### config.mk
export PLATFORM = sky130hd
export DESIGN_NAME = instr_fetch_decode
export DESIGN_NICKNAME = d
export VERILOG_FILES = /design/src/rtl/instr_fetch_decode.sv
export SDC_FILE = /design/constraint.sdc
export NUM_CORES = 1
export LEC_CHECK = 0
export BUFFER_PORTS_ARGS = -buffer_cell sky130_fd_sc_hd__buf_2
export CAP_MARGIN = 5
export CELL_PAD_IN_SITES_DETAIL_PLACEMENT = 1
export CELL_PAD_IN_SITES_GLOBAL_PLACEMENT = 1
export CORE_ASPECT_RATIO = 1.75
export CORE_UTILIZATION = 33
export DETAILED_ROUTE_END_ITERATION = 10
export HOLD_SLACK_MARGIN = 0.05
export PLACE_DENSITY_LB_ADDON = 0.1
export SYNTH_ARGS = -nofsm -noshare
export SYNTH_HDL_FRONTEND = slang
export SYNTH_SLANG_ARGS = --single-unit
### constraint.sdc
create_clock -name clk -period 2.1 [get_ports clk]
set_input_delay 0 -clock clk [delete_from_list [all_inputs] [get_ports clk]]
set_output_delay 0 -clock clk [all_outputs]
set_load 0.01 [all_outputs]
### src/rtl/instr_fetch_decode.sv
// rtl/instr_fetch_decode.sv - MIPS instruction fetch and decode front end for the multicycle control FSM
module instr_fetch_decode #(
    parameter logic [31:0] RESET_PC = 32'h0000_0000,
    parameter int          CMD_W    = 4
) (
    input  logic             clk,
    input  logic             reset_n,
    output logic             imem_req,
    output logic [31:0]      imem_addr,
    input  logic             imem_ack,
    input  logic [31:0]      imem_data,
    output logic [CMD_W-1:0] cmd,
    output logic             cmd_valid,
    input  logic             cmd_ready,
    output logic [4:0]       rs,
    output logic [4:0]       rt,
    output logic [4:0]       rd,
    output logic [15:0]      imm16,
    output logic [31:0]      imm_sext,
    output logic [31:0]      jtarget,
    output logic [31:0]      pc_cur,
    output logic [31:0]      pc_plus4,
    input  logic             exec_done,
    input  logic             pc_load,
    input  logic [31:0]      pc_next,
    output logic             illegal
);
    typedef enum logic [2:0] {S_FETCH, S_DECODE, S_ISSUE, S_EXECUTE, S_TRAP} state_t;

    localparam logic [CMD_W-1:0] CMD_LW      = CMD_W'(0);
    localparam logic [CMD_W-1:0] CMD_SW      = CMD_W'(1);
    localparam logic [CMD_W-1:0] CMD_J       = CMD_W'(2);
    localparam logic [CMD_W-1:0] CMD_JR      = CMD_W'(3);
    localparam logic [CMD_W-1:0] CMD_JAL     = CMD_W'(4);
    localparam logic [CMD_W-1:0] CMD_BNE     = CMD_W'(5);
    localparam logic [CMD_W-1:0] CMD_XORI    = CMD_W'(6);
    localparam logic [CMD_W-1:0] CMD_ADD     = CMD_W'(7);
    localparam logic [CMD_W-1:0] CMD_ADDI    = CMD_W'(8);
    localparam logic [CMD_W-1:0] CMD_SUB     = CMD_W'(9);
    localparam logic [CMD_W-1:0] CMD_SLT     = CMD_W'(10);
    localparam logic [CMD_W-1:0] CMD_ILLEGAL = CMD_W'(15);

    state_t            state_q, state_d;
    logic [31:0]       pc_q, pc_d;
    logic [31:0]       ir_q, ir_d;
    logic              imem_req_q, imem_req_d;
    logic              cmd_valid_q, cmd_valid_d;
    logic              illegal_q, illegal_d;
    logic [CMD_W-1:0]  cmd_q, cmd_d;
    logic [4:0]        rs_q, rs_d, rt_q, rt_d, rd_q, rd_d;
    logic [15:0]       imm16_q, imm16_d;
    logic [31:0]       imm_sext_q, imm_sext_d;
    logic [31:0]       jtarget_q, jtarget_d;
    logic [CMD_W-1:0]  dec_cmd;
    logic [31:0]       pc_inc;
    logic              unused_pc_next_lsbs;

    assign pc_inc              = pc_q + 32'd4;
    assign unused_pc_next_lsbs = ^pc_next[1:0];

    always_comb begin
        dec_cmd = CMD_ILLEGAL;
        case (ir_q[31:26])
            6'h23: dec_cmd = CMD_LW;
            6'h2B: dec_cmd = CMD_SW;
            6'h02: dec_cmd = CMD_J;
            6'h03: dec_cmd = CMD_JAL;
            6'h05: dec_cmd = CMD_BNE;
            6'h0E: dec_cmd = CMD_XORI;
            6'h08: dec_cmd = CMD_ADDI;
            6'h00: begin
                case (ir_q[5:0])
                    6'h08:   dec_cmd = CMD_JR;
                    6'h20:   dec_cmd = CMD_ADD;
                    6'h22:   dec_cmd = CMD_SUB;
                    6'h2A:   dec_cmd = CMD_SLT;
                    default: dec_cmd = CMD_ILLEGAL;
                endcase
            end
            default: dec_cmd = CMD_ILLEGAL;
        endcase
    end

    always_comb begin
        state_d    = state_q;
        pc_d       = pc_q;
        ir_d       = ir_q;
        illegal_d  = illegal_q;
        cmd_d      = cmd_q;
        rs_d       = rs_q;
        rt_d       = rt_q;
        rd_d       = rd_q;
        imm16_d    = imm16_q;
        imm_sext_d = imm_sext_q;
        jtarget_d  = jtarget_q;
        case (state_q)
            S_FETCH: begin
                // Only an ack to a request already on the bus is taken.
                if (imem_req_q && imem_ack) begin
                    ir_d    = imem_data;
                    state_d = S_DECODE;
                end
            end
            S_DECODE: begin
                cmd_d      = dec_cmd;
                rs_d       = ir_q[25:21];
                rt_d       = ir_q[20:16];
                rd_d       = ir_q[15:11];
                imm16_d    = ir_q[15:0];
                imm_sext_d = {{16{ir_q[15]}}, ir_q[15:0]};
                jtarget_d  = {pc_inc[31:28], ir_q[25:0], 2'b00};
                if (dec_cmd == CMD_ILLEGAL) begin
                    illegal_d = 1'b1;
                    state_d   = S_TRAP;
                end else begin
                    state_d = S_ISSUE;
                end
            end
            S_ISSUE: begin
                if (cmd_ready) state_d = S_EXECUTE;
            end
            S_EXECUTE: begin
                if (exec_done) begin
                    pc_d    = pc_load ? {pc_next[31:2], 2'b00} : pc_inc;
                    state_d = S_FETCH;
                end
            end
            S_TRAP:  state_d = S_TRAP;
            default: state_d = S_FETCH;
        endcase
        imem_req_d  = (state_d == S_FETCH);
        cmd_valid_d = (state_d == S_ISSUE);
    end

    always_ff @(posedge clk) begin
        if (!reset_n) begin
            state_q     <= S_FETCH;
            pc_q        <= {RESET_PC[31:2], 2'b00};
            ir_q        <= '0;
            imem_req_q  <= 1'b0;
            cmd_valid_q <= 1'b0;
            illegal_q   <= 1'b0;
            cmd_q       <= CMD_ILLEGAL;
            rs_q        <= '0;
            rt_q        <= '0;
            rd_q        <= '0;
            imm16_q     <= '0;
            imm_sext_q  <= '0;
            jtarget_q   <= '0;
        end else begin
            state_q     <= state_d;
            pc_q        <= pc_d;
            ir_q        <= ir_d;
            imem_req_q  <= imem_req_d;
            cmd_valid_q <= cmd_valid_d;
            illegal_q   <= illegal_d;
            cmd_q       <= cmd_d;
            rs_q        <= rs_d;
            rt_q        <= rt_d;
            rd_q        <= rd_d;
            imm16_q     <= imm16_d;
            imm_sext_q  <= imm_sext_d;
            jtarget_q   <= jtarget_d;
        end
    end

    assign imem_req  = imem_req_q;
    assign imem_addr = pc_q;
    assign cmd       = cmd_q;
    assign cmd_valid = cmd_valid_q;
    assign rs        = rs_q;
    assign rt        = rt_q;
    assign rd        = rd_q;
    assign imm16     = imm16_q;
    assign imm_sext  = imm_sext_q;
    assign jtarget   = jtarget_q;
    assign pc_cur    = pc_q;
    assign pc_plus4  = pc_inc;
    assign illegal   = illegal_q;
endmodule

After elaboration in Yosys (flattened, before gate mapping)

Cells that the tools add are included.

Logic and storage cells: 46
Bits in registers: 151

Multiplexer cells: 8
Reduce and logical (&&, ||, !) cells: 7
Equality and inequality tests: 17
$add $sub $neg: 1

Operators with widths:

| operator                                                        | number |
|---|---|
| 32-bit by 3-bit adder with 32-bit output, second input constant | 1 |
| 32-bit 2-to-1 mux                                               | 1 |
| 4-bit case mux with 8 select lines                              | 1 |
| 6-bit == test, second input constant                            | 5 |
| 6-bit by 4-bit == test with 1-bit output, second input constant | 3 |
| 4-bit case mux with 4 select lines                              | 1 |
| 3-bit case mux with 5 select lines                              | 1 |
| 6-bit by 2-bit == test with 1-bit output, second input constant | 2 |
| 3-bit 2-to-1 mux                                                | 4 |
| 3-bit by 2-bit == test with 1-bit output, second input constant | 3 |
| 6-bit by 3-bit == test with 1-bit output, second input constant | 1 |
| 3-bit logical NOT                                               | 2 |
| 6-bit logical NOT                                               | 1 |
| 2-bit AND reduction                                             | 3 |
| 4-bit == test, second input constant                            | 1 |
| 3-bit by 1-bit == test with 1-bit output, second input constant | 1 |
| 3-bit == test, second input constant                            | 1 |
| 1-bit logical AND                                               | 1 |

Longest topological paths before layout

Word-level depth: 7
Depth in mapped cells: 7
Mapped depth without buffers: 6

Worst setup path before layout

Ideal clock, no wire load.

Kind: register -> register
Start: register pc_q[2] (netlist: imem_addr[2])
End: register pc_q[20] (netlist: imem_addr[20])
Cell stages (with the launch flop): 7
Library setup time: 0.132 ns
Data required time: 1.968 ns
Buffers on the path: 0
Setup slack: 0.139 ns
Data arrival time: 1.829 ns
Cells stage by stage: dfxtp_1 -> ha_1 -> nand4_1 -> nor4_1 -> nand4_1 -> mux2i_1 -> a31oi_1

Cells in the longest elaborated chain, start to end: 2

RTL lines:

| element                                  | RTL line | text |
|---|---|---|
| start: declaration                       | 44       | `logic [31:0] pc_q, pc_d;` |
| start signal: assignment                 | 138      | `pc_q <= {RESET_PC[31:2], 2'b00};` |
| start signal: assignment                 | 152      | `pc_q <= pc_d;` |
| 32-bit by 3-bit adder with 32-bit output | 58       | `assign pc_inc = pc_q + 32'd4;` |
| 32-bit 2-to-1 mux                        | 124      | `pc_d = pc_load ? {pc_next[31:2], 2'b00} : pc_inc;` |

No other way between the ends.
A chain may end at the register's enable or synchronous reset.

Final worst setup path

Start: register pc_q[3] (netlist: imem_addr[3])
End: output port pc_plus4[16]

Cells in the longest elaborated chain, start to end: 1

RTL lines:

| element                                  | RTL line | text |
|---|---|---|
| 32-bit by 3-bit adder with 32-bit output | 58       |  |
| end: declaration                         | 22       | `output logic [31:0] pc_plus4,` |

No other way between the ends.

==> flow_summary_export.csv <==
group,metric,value,unit
status,status,"completed",
grt,grt_usage,0.209,
power_and_ir_drop,leakage,3.73,nW
layout,fillers,2224,
critical_path,critPathMaxStageDelay,0.36,ns
grt,grt_pass1_vias,5945,
critical_path,crit_top_cell,"buf_4",
place,place_ws,0.162,ns
detailed_routing,post_drt_via_cell_ratio,4.98,
cts,clkTransAtPathRegs,0.08,ns
yosys,avgSynthCellArea,7.53,um^2
detailed_routing,drtIter0Drc,112,
layout,multi_input_area,0.00292,mm^2
cts,cts_max_level,3,
critical_path,cp-startpoint,"imem_addr[3]",
detailed_routing,routed_wl,19.7,mm
timing,hold_ws,0.0565,ns
power_and_ir_drop,ir_worst_vdd,0.358,mV
place,hpwl,14.0,mm
grt,grt-ovfl-total,0,
yosys,synth_edf_count,0,
die,core_area,0.0174,mm^2
timing,worst_pin_slew,0.668,ns
timing,setup_viol_count_final,0,
critical_path,rrSetupSlack,0.12,ns
grt,grt_pass1_wl,29.8,mm
hold_path,min_path_type,"in -> reg",
cts,clock_latency,0.35,ns
layout,antenna_cells,0,
run,drv_cap,0,
hold_path,worstHoldStart,"pc_next[6]",
detailed_routing,post_drt_wl_per_cell,16.0,um
place,gp_congestion,0.821,
timing,relSlewSlack,0.555,
die,die_h,178,um
layout,layout-drive-gt1-share,0.367,
critical_path,timing.rr.start,"imem_addr[3]",
layout,final_common_cell,"buf_2",
grt,grt_max_degree,44,
power_and_ir_drop,p_per_area,609,mW/mm^2
critical_path,cp_max_fo,3,
timing,skew,0.00668,ns
grt,antenna_found_initial,0,
die,initial_core_util,0.336,
place,io_buffers,257,
timing,max_freq,481,MHz
timing,setup_ws,0.0224,ns
yosys,synth.cell_area,0.00584,mm^2
timing,finalCritPeriodShare,0.989,
yosys,synth.distinct_cells,62,
critical_path,r2r_cells,9,
critical_path,end_kind,"output port",
detailed_routing,num_vias,6159,
die,die_area,0.0183,mm^2
yosys,async_reset_ff_frac,0,
detailed_routing,drc,0,
yosys,dominantRegCellSynth,"dfxtp_1",
layout,area.growth.synth_to_final,34.4,%
layout,final_nets,1071,
layout,layout_common_cells,"buf_2, nand2_1, dfxtp_1",
yosys,ys_warn_count,0,
layout,regArea,0.00206,mm^2
cts,cts_root_buffer,"clkbuf_16",
timing,drv_slew,0,
critical_path,arrival,2.08,ns
critical_path,r2r-end,"imem_addr[16]",
detailed_routing,dr.pass1.iters,4,
cts,cts_tree,"yes",
critical_path,worstPathCellList,"ha_4, nand4_1, buf_4, nor2_4, buf_4, nand3_1, xnor2_2, buf_2",
die,rows,64,
critical_path,critPathLaunchType,"flip-flop",
timing,finalHoldViolCount,0,
yosys,ys_ff_latch,102,
critical_path,cp.required,2.10,ns
yosys,syn_inst,776,
detailed_routing,ant_nets,0,
cts,cts_buffers,9,
timing,rsz0062_at_grt,"yes",
cts,cts_max_path_buffers,2,
critical_path,critPathCapture,"pc_plus4[16]",
timing,finalCriticalPeriod,2.08,ns
critical_path,path_class,"reg -> out",
die,ios,268,
die,die_x,103,um
critical_path,critPathSlowestCell,"dfxtp_2",
cts,clock-sinks,102,
yosys,ys_seq_area_frac,0.349,
==> metal layers <==
| layer | vias up | share of wire | global-route usage |
|---|---|---|---|
| li1 | 2998 | - | - |
| met1 | 2951 | 0.38 | 0.220 |
| met2 | 186 | 0.55 | 0.405 |
| met3 | 24 | 0.040 | 0.0274 |
| met4 | 0 | 0.024 | 0.0792 |
| met5 | - | 0 | 0 |
==> cell usage after synthesis, types with 3 or more instances <==
| master | n | area share |
|---|---|---|
| a211oi_1 | 4 | 0.0051 |
| o31ai_1 | 5 | 0.0064 |
| and3_1 | 8 | 0.0086 |
| o21ai_0 | 33 | 0.028 |
| a32o_1 | 6 | 0.010 |
| and2_1 | 7 | 0.0075 |
| a22o_1 | 4 | 0.0060 |
| a21oi_1 | 83 | 0.071 |
| nor2b_1 | 4 | 0.0043 |
| nand4_1 | 9 | 0.0096 |
| a31oi_1 | 11 | 0.012 |
| mux2i_1 | 6 | 0.010 |
| nor3_1 | 18 | 0.015 |
| inv_1 | 5 | 0.0032 |
| o22ai_1 | 4 | 0.0043 |
| o211ai_1 | 3 | 0.0039 |
| nor4_1 | 4 | 0.0043 |
| o41ai_1 | 3 | 0.0045 |
| dfxtp_1 | 102 | 0.35 |
| buf_2 | 7 | 0.0060 |
| clkbuf_1 | 48 | 0.031 |
| nand3b_1 | 4 | 0.0051 |
| nand2_1 | 157 | 0.10 |
| buf_4 | 101 | 0.13 |
| nor2_1 | 37 | 0.024 |
| xnor2_1 | 14 | 0.021 |
| xor2_1 | 16 | 0.024 |
| and4_1 | 4 | 0.0060 |
| nand2b_1 | 5 | 0.0054 |
| nand3_1 | 24 | 0.021 |
==> kinds of logic (layout without fill, tap and decap cells) <==
| group | after synthesis | in the layout | share of synthesized area |
|---|---|---|---|
| mux | 6 | 6 | 0.0103 |
| buf+inv | 163 | 385 | 0.171 |
| simple gates | 301 | 301 | 0.245 |
| compound gates | 172 | 172 | 0.176 |
| flops | 102 | 102 | 0.349 |
| other cells | 1 | 8 | 0.000642 |
| fa+ha+maj | 1 | 1 | 0.00214 |
| xor+xnor | 30 | 30 | 0.0450 |
==> sequential cells by signal (all words and copies together), names as in the netlist <==
| register | count |
|---|---|
| ir_q | 32 |
| jtarget | 7 |
| imem_addr | 30 |
| rd | 4 |
| rt | 4 |
| cmd_valid | 1 |
| imm_sext | 11 |
| cmd | 4 |
| rs | 4 |
| illegal | 1 |
| state_q | 3 |
| imem_req | 1 |
==> worst min-delay path by stage <==
| stage | end | slack [ns] | cells past startpoint |
|---|---|---|---|
| 2_1_floorplan | ir_q[10] | 0.14 | 2 |
| 3_3_place_gp | ir_q[21] | 0.25 | 3 |
| 3_5_place_dp | ir_q[11] | 0.25 | 3 |
| 4_1_cts | imem_addr[6] | 0.05 | 4 |
| 5_1_grt | imem_addr[6] | 0.09 | 4 |
| 6_report | imem_addr[6] | 0.06 | 4 |
==> per-stage QoR <==
stage	power [W]	std cells	setup TNS (ns)	instance area, um^2	util
after CTS	0.00488	1227	0	7730	0.445
after global placement	0.00307	1150	0	6780	0.390
after detailed placement	0.00310	1150	0	6780	0.390
after floorplan	0.00280	783	0	5870	-
after global routing	0.00507	1236	-0.0781	7860	0.452
final	0.00478	1236	0	7860	0.452
==> layout make-up <==
| type | count | area share |
|---|---|---|
| timing repair buffer | 364 | 0.289 |
| tap | 231 | 0.0368 |
| clock inverter | 7 | 0.00876 |
| sequential | 102 | 0.263 |
| multi-input combinational | 518 | 0.372 |
| inverter | 5 | 0.00239 |
| clock buffer | 9 | 0.0287 |
==> timing repair <==
item,in CTS,in global routing
pin swaps,7,10
hold buffers,56,0
endpoints found under the setup margin,11,12
cloned,0,0
endpoints found under the hold margin,59,0
resized for setup,15,22
buffers inserted,5,9
==> where the power goes <==
| part | switching, W | internal (W) | total (W) | leakage (nW) |
|---|---|---|---|---|
| clock network | 0.000824 | 0.000833 | 0.00166 | 0.137 |
| registers | 0.000117 | 0.00206 | 0.00218 | 0.833 |
| logic | 0.000560 | 0.000390 | 0.000950 | 2.76 |
| total | 0.00150 | 0.00328 | 0.00478 | 3.73 |
==> worst max-delay path, delay by kind of cell (launching register included) <==
kind | cells | cell delay [ns]
buf+inv | 3 | 0.53
xor+xnor | 1 | 0.21
flops | 1 | 0.36
fa+ha+maj | 1 | 0.14
simple gates | 3 | 0.49
No activity file was read; power rests on OpenSTA's default activity.
